## config.mk

```make
export PLATFORM = sky130hd
export DESIGN_NAME = para_frame_rx_flat
export DESIGN_NICKNAME = d
export VERILOG_FILES = /design/src/rtl/para_frame_rx_if.sv /design/src/rtl/para_frame_rx.sv /design/src/flat_wrapper.sv
export SDC_FILE = /design/constraint.sdc
export NUM_CORES = 1
export LEC_CHECK = 0
export ABC_AREA = 1
export BUFFER_PORTS_ARGS = -buffer_cell sky130_fd_sc_hd__buf_4
export CAP_MARGIN = 20
export CORE_MARGIN = 4
export CORE_UTILIZATION = 63
export CTS_BUF_LIST = sky130_fd_sc_hd__clkbuf_4 sky130_fd_sc_hd__clkbuf_8 sky130_fd_sc_hd__clkbuf_16
export CTS_CLUSTER_DIAMETER = 60
export DETAILED_ROUTE_END_ITERATION = 12
export PLACE_DENSITY = 0.85
export SLEW_MARGIN = 20
export SYNTH_ARGS = -nofsm -noshare
export SYNTH_HDL_FRONTEND = slang
export SYNTH_SLANG_ARGS = --single-unit
```

## constraint.sdc

```tcl
create_clock -name clk -period 3.39 [get_ports clk]
set_clock_uncertainty 0.2 [all_clocks]
set_input_delay 0.1695 -clock clk [delete_from_list [all_inputs] [get_ports clk]]
set_output_delay 0.1695 -clock clk [all_outputs]
set_load 0.1 [all_outputs]
```

## src/rtl/para_frame_rx_if.sv

```systemverilog
// Byte input and parsed-frame outputs of the MCU->FPGA frame parser.
// The UART side is the master; the parser is the slave.
interface para_frame_rx_if;
  logic [7:0]  rx_data;
  logic        rx_ok;
  logic [7:0]  ctrl_code;
  logic [31:0] payload;
  logic [2:0]  payload_len;
  logic        frame_valid;
  logic        para_set_flag;
  logic        para_enquire_flag;
  logic        crc_err;
  logic        fmt_err;
  logic        busy;
  logic [2:0]  fsm_state;

  // rx_ok is a level, not a valid/ready pair: every low->high transition is
  // one new byte, rx_data must be stable while rx_ok is high, there is no
  // back-pressure, and all result outputs are single-cycle pulses or holds.
  modport master (
    output rx_data, rx_ok,
    input  ctrl_code, payload, payload_len, frame_valid, para_set_flag,
           para_enquire_flag, crc_err, fmt_err, busy, fsm_state
  );

  modport slave (
    input  rx_data, rx_ok,
    output ctrl_code, payload, payload_len, frame_valid, para_set_flag,
           para_enquire_flag, crc_err, fmt_err, busy, fsm_state
  );
endinterface

```

## src/rtl/para_frame_rx.sv

```systemverilog
// Frame parser for the MCU->FPGA UART link: START ctrl len_lo len_hi payload crc END.
// Define PARA_FRAME_RX_CRC_CHECK_EN to enable checksum comparison (crc_err stays 0 otherwise).
`ifndef FPGA_PACK_CMD_TYPE_START_CODE
`define FPGA_PACK_CMD_TYPE_START_CODE 8'h68
`endif
`ifndef FPGA_PACK_CMD_TYPE_END_CODE
`define FPGA_PACK_CMD_TYPE_END_CODE 8'h16
`endif

module para_frame_rx #(
  parameter logic [7:0] START_CODE  = `FPGA_PACK_CMD_TYPE_START_CODE,
  parameter logic [7:0] END_CODE    = `FPGA_PACK_CMD_TYPE_END_CODE,
  parameter int         MAX_PAYLOAD = 4,
  parameter int         TIMEOUT_CYC = 500000
) (
  input  logic              clk,
  input  logic              rst,
  para_frame_rx_if.slave    bus
);

`ifdef PARA_FRAME_RX_CRC_CHECK_EN
  localparam bit CRC_EN = 1'b1;
`else
  localparam bit CRC_EN = 1'b0;
`endif

  localparam int             TW      = $clog2(TIMEOUT_CYC + 1);
  localparam logic [TW-1:0]  TMO_MAX = TW'(TIMEOUT_CYC);
  localparam logic [7:0]     MAX_LEN = 8'(MAX_PAYLOAD);

  typedef enum logic [2:0] {
    S_IDLE, S_CTRL, S_LEN_L, S_LEN_H, S_PAY, S_CRC, S_END
  } state_t;

  state_t        state;
  logic [1:0]    rx_sync;
  logic          byte_stb;
  logic [7:0]    ctrl_w;
  logic [7:0]    len_lo;
  logic [31:0]   pay_w;
  logic [2:0]    idx;
  logic [7:0]    sum;
  logic [TW-1:0] tmo_cnt;
  logic          tmo_hit;

  // Synchroniser resets high so a line already high at reset release is not a byte.
  always_ff @(posedge clk or negedge rst) begin
    if (!rst) rx_sync <= 2'b11;
    else      rx_sync <= {rx_sync[0], bus.rx_ok};
  end

  assign byte_stb      = rx_sync[0] & ~rx_sync[1];
  assign tmo_hit       = (state != S_IDLE) && (tmo_cnt == TMO_MAX);
  assign bus.busy      = (state != S_IDLE);
  assign bus.fsm_state = state;

  always_ff @(posedge clk or negedge rst) begin
    if (!rst) begin
      state                 <= S_IDLE;
      ctrl_w                <= '0;
      len_lo                <= '0;
      pay_w                 <= '0;
      idx                   <= '0;
      sum                   <= '0;
      tmo_cnt               <= '0;
      bus.ctrl_code         <= '0;
      bus.payload           <= '0;
      bus.payload_len       <= '0;
      bus.frame_valid       <= 1'b0;
      bus.para_set_flag     <= 1'b0;
      bus.para_enquire_flag <= 1'b0;
      bus.crc_err           <= 1'b0;
      bus.fmt_err           <= 1'b0;
    end else begin
      bus.frame_valid       <= 1'b0;
      bus.para_set_flag     <= 1'b0;
      bus.para_enquire_flag <= 1'b0;
      bus.crc_err           <= 1'b0;
      bus.fmt_err           <= 1'b0;

      if (state == S_IDLE || byte_stb) tmo_cnt <= '0;
      else if (tmo_cnt != TMO_MAX)     tmo_cnt <= tmo_cnt + 1'b1;

      // A timeout coinciding with a byte drops that byte.
      if (tmo_hit) begin
        bus.fmt_err <= 1'b1;
        state       <= S_IDLE;
      end else if (byte_stb) begin
        case (state)
          S_IDLE: if (bus.rx_data == START_CODE) state <= S_CTRL;
          S_CTRL: begin
            ctrl_w <= bus.rx_data;
            sum    <= bus.rx_data;
            state  <= S_LEN_L;
          end
          S_LEN_L: begin
            len_lo <= bus.rx_data;
            sum    <= sum + bus.rx_data;
            state  <= S_LEN_H;
          end
          S_LEN_H: begin
            sum   <= sum + bus.rx_data;
            pay_w <= '0;
            idx   <= '0;
            if (bus.rx_data != 8'h00 || len_lo > MAX_LEN) begin
              bus.fmt_err <= 1'b1;
              state       <= S_IDLE;
            end else if (len_lo == 8'h00) begin
              state <= S_CRC;
            end else begin
              state <= S_PAY;
            end
          end
          S_PAY: begin
            pay_w[{idx[1:0], 3'b000} +: 8] <= bus.rx_data;
            sum <= sum + bus.rx_data;
            idx <= idx + 3'd1;
            if ((idx + 3'd1) == len_lo[2:0]) state <= S_CRC;
          end
          S_CRC: begin
            if (CRC_EN && (bus.rx_data != ~sum)) begin
              bus.crc_err <= 1'b1;
              state       <= S_IDLE;
            end else begin
              state <= S_END;
            end
          end
          S_END: begin
            state <= S_IDLE;
            if (bus.rx_data == END_CODE) begin
              bus.ctrl_code         <= ctrl_w;
              bus.payload           <= pay_w;
              bus.payload_len       <= len_lo[2:0];
              bus.frame_valid       <= 1'b1;
              bus.para_set_flag     <= (len_lo != 8'h00);
              bus.para_enquire_flag <= (len_lo == 8'h00);
            end else begin
              bus.fmt_err <= 1'b1;
            end
          end
          default: state <= S_IDLE;
        endcase
      end
    end
  end

endmodule
```

## src/flat_wrapper.sv

```systemverilog
// flat-port wrapper written by rule: the top's interface ports become plain ports
module para_frame_rx_flat 
#(
  parameter logic [7:0] START_CODE  = `FPGA_PACK_CMD_TYPE_START_CODE,
  parameter logic [7:0] END_CODE    = `FPGA_PACK_CMD_TYPE_END_CODE,
  parameter int         MAX_PAYLOAD = 4,
  parameter int         TIMEOUT_CYC = 500000
)
  (clk, rst, bus_rx_data, bus_rx_ok, bus_ctrl_code, bus_payload, bus_payload_len, bus_frame_valid, bus_para_set_flag, bus_para_enquire_flag, bus_crc_err, bus_fmt_err, bus_busy, bus_fsm_state);
  para_frame_rx_if bus_i ();
  input  logic clk;
  input  logic rst;
  input wire logic [$bits(bus_i.rx_data)-1:0] bus_rx_data;
  input wire logic [$bits(bus_i.rx_ok)-1:0] bus_rx_ok;
  output wire logic [$bits(bus_i.ctrl_code)-1:0] bus_ctrl_code;
  output wire logic [$bits(bus_i.payload)-1:0] bus_payload;
  output wire logic [$bits(bus_i.payload_len)-1:0] bus_payload_len;
  output wire logic [$bits(bus_i.frame_valid)-1:0] bus_frame_valid;
  output wire logic [$bits(bus_i.para_set_flag)-1:0] bus_para_set_flag;
  output wire logic [$bits(bus_i.para_enquire_flag)-1:0] bus_para_enquire_flag;
  output wire logic [$bits(bus_i.crc_err)-1:0] bus_crc_err;
  output wire logic [$bits(bus_i.fmt_err)-1:0] bus_fmt_err;
  output wire logic [$bits(bus_i.busy)-1:0] bus_busy;
  output wire logic [$bits(bus_i.fsm_state)-1:0] bus_fsm_state;
  assign bus_i.rx_data = bus_rx_data;
  assign bus_i.rx_ok = bus_rx_ok;
  assign bus_ctrl_code = bus_i.ctrl_code;
  assign bus_payload = bus_i.payload;
  assign bus_payload_len = bus_i.payload_len;
  assign bus_frame_valid = bus_i.frame_valid;
  assign bus_para_set_flag = bus_i.para_set_flag;
  assign bus_para_enquire_flag = bus_i.para_enquire_flag;
  assign bus_crc_err = bus_i.crc_err;
  assign bus_fmt_err = bus_i.fmt_err;
  assign bus_busy = bus_i.busy;
  assign bus_fsm_state = bus_i.fsm_state;
  para_frame_rx #(.START_CODE(START_CODE), .END_CODE(END_CODE), .MAX_PAYLOAD(MAX_PAYLOAD), .TIMEOUT_CYC(TIMEOUT_CYC)) u_core (.clk(clk), .rst(rst), .bus(bus_i));
endmodule
```

# [Word level (Yosys, flattened, before mapping)]
# Cells that the tools add are included.
[word_totals] reg_bits=122 out_inout_bits=52 word_cells=81
[classes] shifts=2 eq_ne=13 order_cmp=1 muxes=29 addsub=3 bitwise_logic=3 n_reduce_logical=16
[ops] operator="case mux 32 bit (2 select lines)" n=1
[ops] operator="2-to-1 mux 19 bit" n=2
[ops] operator="bitwise mux 32 bit" n=1
[ops] operator="variable shift 8 x 7 -> 32 bit, first input constant" n=1
[ops] operator="indexed part select 8 x 7 -> 32 bit" n=1
[ops] operator="adder 19 x 1 -> 19 bit, second input constant" n=1
[ops] operator="== test 19 bit, second input constant" n=1
[ops] operator="inequality test 19 bit, second input constant" n=1
[ops] operator="case mux 3 bit (6 select lines)" n=1
[ops] operator="2-to-1 mux 1 bit" n=17
[ops] operator="nonzero test 8 bit" n=2
[ops] operator="2-to-1 mux 3 bit" n=5
[ops] operator="AND reduction 3 bit" n=4
[ops] operator="== test 3 bit, second input constant" n=3
[ops] operator="== test 8 x 5 -> 1 bit, second input constant" n=1
[ops] operator="== test 8 x 7 -> 1 bit, second input constant" n=1
[ops] operator="greater-than comparator 8 x 3 -> 1 bit, second input constant" n=1
[ops] operator="zero test 8 bit" n=1
[ops] operator="negator 5 -> 7 bit" n=1
[ops] operator="== test 3 x 2 -> 1 bit, second input constant" n=2
[ops] operator="case mux 3 bit (2 select lines)" n=1
[ops] operator="nonzero test 2 bit" n=3
[ops] operator="AND reduction 4 bit" n=1
[ops] operator="adder 3 x 1 -> 3 bit, second input constant" n=1
[ops] operator="other kinds (11)" n=13

# [Longest topological paths before layout]
[logic_depth] ltp_word=6 depth_mapped=12

# [Least setup slack after synthesis]
# No wires, ideal clock.
[synth_path] path_type="register -> register" from="register u_core.state[2] (netlist: u_core.bus.fsm_state[2])" to="register u_core.bus.ctrl_code[6]" stages_incl_launch_ff=10 arrival_ns=2.739 path_slack_ns=0.336 n_path_buf=2 synth_period_minus_slack_ns=3.054 cell_sequence="dfrtp_1 > inv_1 > nand2_1 > nand3_2 > nand2_2 > buf_6 > buf_6 > nand2_2 > o21ai_2 > inv_2"
[synth_via] elab_chain_cells=4 elab_cells_between_ends=5 cone_classes="1 x eq/ne; 1 x bitwise; 3 x reduce/logical"
[synth_lines] item="from (decl)" line="para_frame_rx.sv:35" source="state_t state;"
[synth_lines] item="from (signal assigned)" line="para_frame_rx.sv:59" source="state <= S_IDLE;"
[synth_lines] item="from (signal assigned)" line="para_frame_rx.sv:87" source="state <= S_IDLE;"
[synth_lines] item="from (signal assigned)" line="para_frame_rx.sv:90" source="S_IDLE: if (bus.rx_data == START_CODE) state <= S_CTRL;"
[synth_lines] item="nonzero test 3 bit"
[synth_lines] item="named net bus_busy" line="flat_wrapper.sv:23" source="output wire logic [$bits(bus_i.busy)-1:0] bus_busy;"
[synth_lines] item="logical AND 1 bit" line="para_frame_rx.sv:53" source="assign tmo_hit = (state != S_IDLE) && (tmo_cnt == TMO_MAX);"
[synth_lines] item="NOT 1 bit (no line)"
[synth_lines] item="AND reduction 4 bit (no line)"
[synth_lines] item="to (signal assigned)" line="para_frame_rx.sv:131" source="bus.ctrl_code <= ctrl_w;"
[synth_lines] item="to (decl)" line="para_frame_rx_if.sv:28" source="output ctrl_code, payload, payload_len, frame_valid, para_set_flag,"
# The timed path passes the listed nets, and every way through them passes these cells.
# A chain may end at the register's enable or synchronous reset.

# [Worst setup path in the final report]
[layout_path] from="register u_core.tmo_cnt[0]" to="register u_core.bus.payload[13]"
[layout_via] elab_chain_cells=4
[layout_lines] item="from (decl)" line="para_frame_rx.sv:43" source="logic [TW-1:0] tmo_cnt;"
[layout_lines] item="from (signal assigned)" line="para_frame_rx.sv:82" source="else if (tmo_cnt != TMO_MAX) tmo_cnt <= tmo_cnt + 1'b1;"
[layout_lines] item="== test 19 bit" line="para_frame_rx.sv:53"
[layout_lines] item="logical AND 1 bit" line="para_frame_rx.sv:53"
[layout_lines] item="NOT 1 bit (no line)"
[layout_lines] item="AND reduction 4 bit (no line)"
[layout_lines] item="to (signal assigned)" line="para_frame_rx.sv:132" source="bus.payload <= pay_w;"
[layout_lines] item="to (decl)" line="para_frame_rx_if.sv:28"
# Every way passes these cells.

==> metrics.yaml <==
run_status:
  status: "finished clean"
setup_path:
  critPathMaxFanout: 52
  crit_buf_inv: 3
  worst_ep_required_time_ns: 3.60
  cpMostUsedCell: "nand2_1"
  crit_type: "reg2reg"
  worst-r2r-setup-slack_ns: 0.65
  slowest_stage: "nand2_4"
  slowest_delay_ns: 0.49
  worstReg2RegEnd: "u_core.bus.payload[13]"
  path_cells: "inv_1 -> ha_1 -> nand2_1 -> nand3b_1 -> nor2_1 -> nand3_2 -> nand2_4 -> buf_12 -> nand2_1 -> o21ai_1 -> inv_2"
  cp.arrival_ns: 2.95
  worstSetupStartpointType: "flip-flop"
  cp-end-kind: "flip-flop"
  r2r_start: "u_core.tmo_cnt[0]"
  crit_family: "simple AND/OR/NAND/NOR gates"
  reg2reg_depth: 11
synth:
  ys_warn_count: 0
  synth_top_cell_area_share: 0.499
  synth_fp_nets: 788
  yosys_register_bits: 122
  synth_area_leader_cell: "dfrtp_1"
  ys_seq_area_frac: 0.507
  ys_async_sr_fraction: 1.00
  synth_edf_count: 0
  netlist_instances: 770
  synth_area_leaders: "dfrtp_1 (50%), nand2_1 (13%), inv_1 (6.7%)"
  syn_area_mm2: 0.00602
  synthFlopType: "dfrtp_1"
  synth.avg_cell_area_um2: 7.82
  ys_types: 30
timing:
  max-slew-margin-rel: 0.619
  timing.final.ws_setup_ns: 0.655
  whs_ns: 0.107
  worstMarginPinSlew_ns: 0.571
  fmax_mhz: 366
  period_needed_ns: 2.74
  hold_viol: 0
  period_share: 0.807
  rsz0062_at_grt: "false"
  drv_slew: 0
  tns_ns: 0
  finalSetupViolCount: 0
finish:
  final_area_mm2: 0.00726
  instances_no_fill: 991
  drive_gt1_frac: 0.226
  fin_nets: 867
  areaGrowthSynthToFinish_pct: 20.5
  layout_common_cells: "nand2_1 (211), dfrtp_1 (120), inv_1 (107)"
  fin_util: 0.782
  fillers: 678
  final_common_cell: "nand2_1"
  n_antenna_cell: 0
placement:
  place_inst: 947
  placed_area_mm2: 0.00657
  hpwlAfterDp_um: 9600
  pre_cts_slack_ns: 0.709
  gp_congestion: 0.991
  port_buffers: 61
floorplanning:
  start_util: 0.649
  die_area_mm2: 0.0112
  die_w_um: 106
  die_y_um: 106
  ios: 63
  rows: 35
  core_area_mm2: 0.00928
detailed_routing:
  finalWirelength_um: 14100
  drtIter0Drc: 375
  drt_pass1_iterations: 5
  vias_per_cell: 5.26
  num_vias: 5217
  ant_nets: 0
  wl_per_cell_um: 14.3
  drc_errors: 0
clock_tree:
  cts_resized: 0
  cts_root_buf: "clkbuf_8"
  cts_buffers: 17
  clk_pin_slew_ns: 0.06
  cts.sinks: 122
  worstSkewPairLatency_ns: 0.52
  htreeDepth: 4
  cts_tree: "done"
  clockBufferDepth: 2
pwr:
  power.density_mw_per_mm2: 629
  p_total_mw: 4.56
  ir_drop_mv: 0.395
  power_leakage_nw: 3.56
global_routing:
  grt_start_max_net_pins: 53
  grt_pass1_wl_um: 23900
  overflow: 0
  grt.busiest_layer: "met2"
  grt_usage: 0.269
  globalRouteMet1Util: 0.337
  use_met2: 0.457
  antenna_found_initial: 0
  grt_pass1_vias: 5084
  grtUsageMet3: 0.0539
min_path:
  holdPathStages: 2
  hold_end: "u_core.rx_sync[0]"
  hold_path.class: "in2reg"
  worstHoldStart: "bus_rx_ok"
run:
  cap_viol_max_count: 0
## power by group
group	switching, mW	internal [mW]
Sequential	0.240	1.77
Combinational	0.595	0.257
Clock	0.644	1.05
## per-layer routing
metal  vias up  share of wire
met4         0          0.026
li1       2515              -
met2       192           0.50
met3        49          0.052
met1      2461           0.43
met5         -              0
## how the worst max path moves through the flow
| stage | startpoint | to | slack, ns | cells past startpoint |
|---|---|---|---|---|
| after floorplan | u_core.bus.fsm_state[2] | u_core.bus.ctrl_code[6] | 0.34 | 9 |
| after global placement | u_core.tmo_cnt[0] | u_core.bus.payload[13] | 0.89 | 11 |
| after detailed placement | u_core.tmo_cnt[0] | u_core.bus.payload[11] | 0.71 | 11 |
| after CTS | u_core.tmo_cnt[0] | u_core.bus.payload[13] | 0.66 | 11 |
| after global routing | u_core.tmo_cnt[0] | u_core.bus.payload[13] | 0.37 | 11 |
| final | u_core.tmo_cnt[0] | u_core.bus.payload[13] | 0.65 | 11 |
## timing repair
action,4_1_cts,5_1_grt
hold buffers,12,0
endpoints found under the hold margin,173,0
setup buffers,0,0
## synthesized netlist by cell type, types with 2 or more instances
| cell | n |
|---|---|
| dfstp_2 | 2 |
| buf_2 | 10 |
| nor2_1 | 77 |
| dfrtp_1 | 120 |
| nand2_1 | 211 |
| nand3_1 | 23 |
| nand3b_1 | 3 |
| ha_1 | 7 |
| a21oi_1 | 13 |
| nand2_2 | 22 |
| nor2_2 | 7 |
| xor2_1 | 2 |
| inv_2 | 41 |
| o21ai_0 | 32 |
| xnor2_1 | 2 |
| inv_1 | 107 |
| buf_6 | 4 |
| nand4_1 | 12 |
| o21ai_1 | 28 |
| o21ai_2 | 20 |
| nand3_2 | 3 |
| nor3_1 | 16 |
## state kept, by name (all words and copies together), names as in the netlist
name and cells:
u_core.ctrl_w 8, u_core.bus.ctrl_code 8, u_core.rx_sync 2, u_core.bus.payload_len 3, u_core.pay_w 32, u_core.len_lo 8, u_core.bus.para_enquire_flag 1, u_core.bus.fsm_state 3
u_core.bus.frame_valid 1, u_core.idx 3, u_core.bus.para_set_flag 1, u_core.bus.fmt_err 1, u_core.tmo_cnt 19, u_core.bus.payload 32
## final cells by class
type / instances / area (um2) / share of cell area
sequential: 122 / 3060 / 0.421
multi-input combinational: 483 / 2290 / 0.316
inverter: 148 / 556 / 0.0766
clock buffer: 19 / 429 / 0.0591
timing repair buffer: 77 / 631 / 0.0869
clock inverter: 13 / 129 / 0.0178
tap: 129 / 161 / 0.0222
## cell families after synthesis
kind of cell / count (synthesis) / synth area share
buf+inv: 165 / 0.112
compound gates: 95 / 0.0925
simple gates: 376 / 0.267
xor+xnor: 4 / 0.00582
fa+ha+maj: 7 / 0.0145
flops: 122 / 0.507
other cells: 1 / 0.000623
No activity file was read; power rests on OpenSTA's default activity.
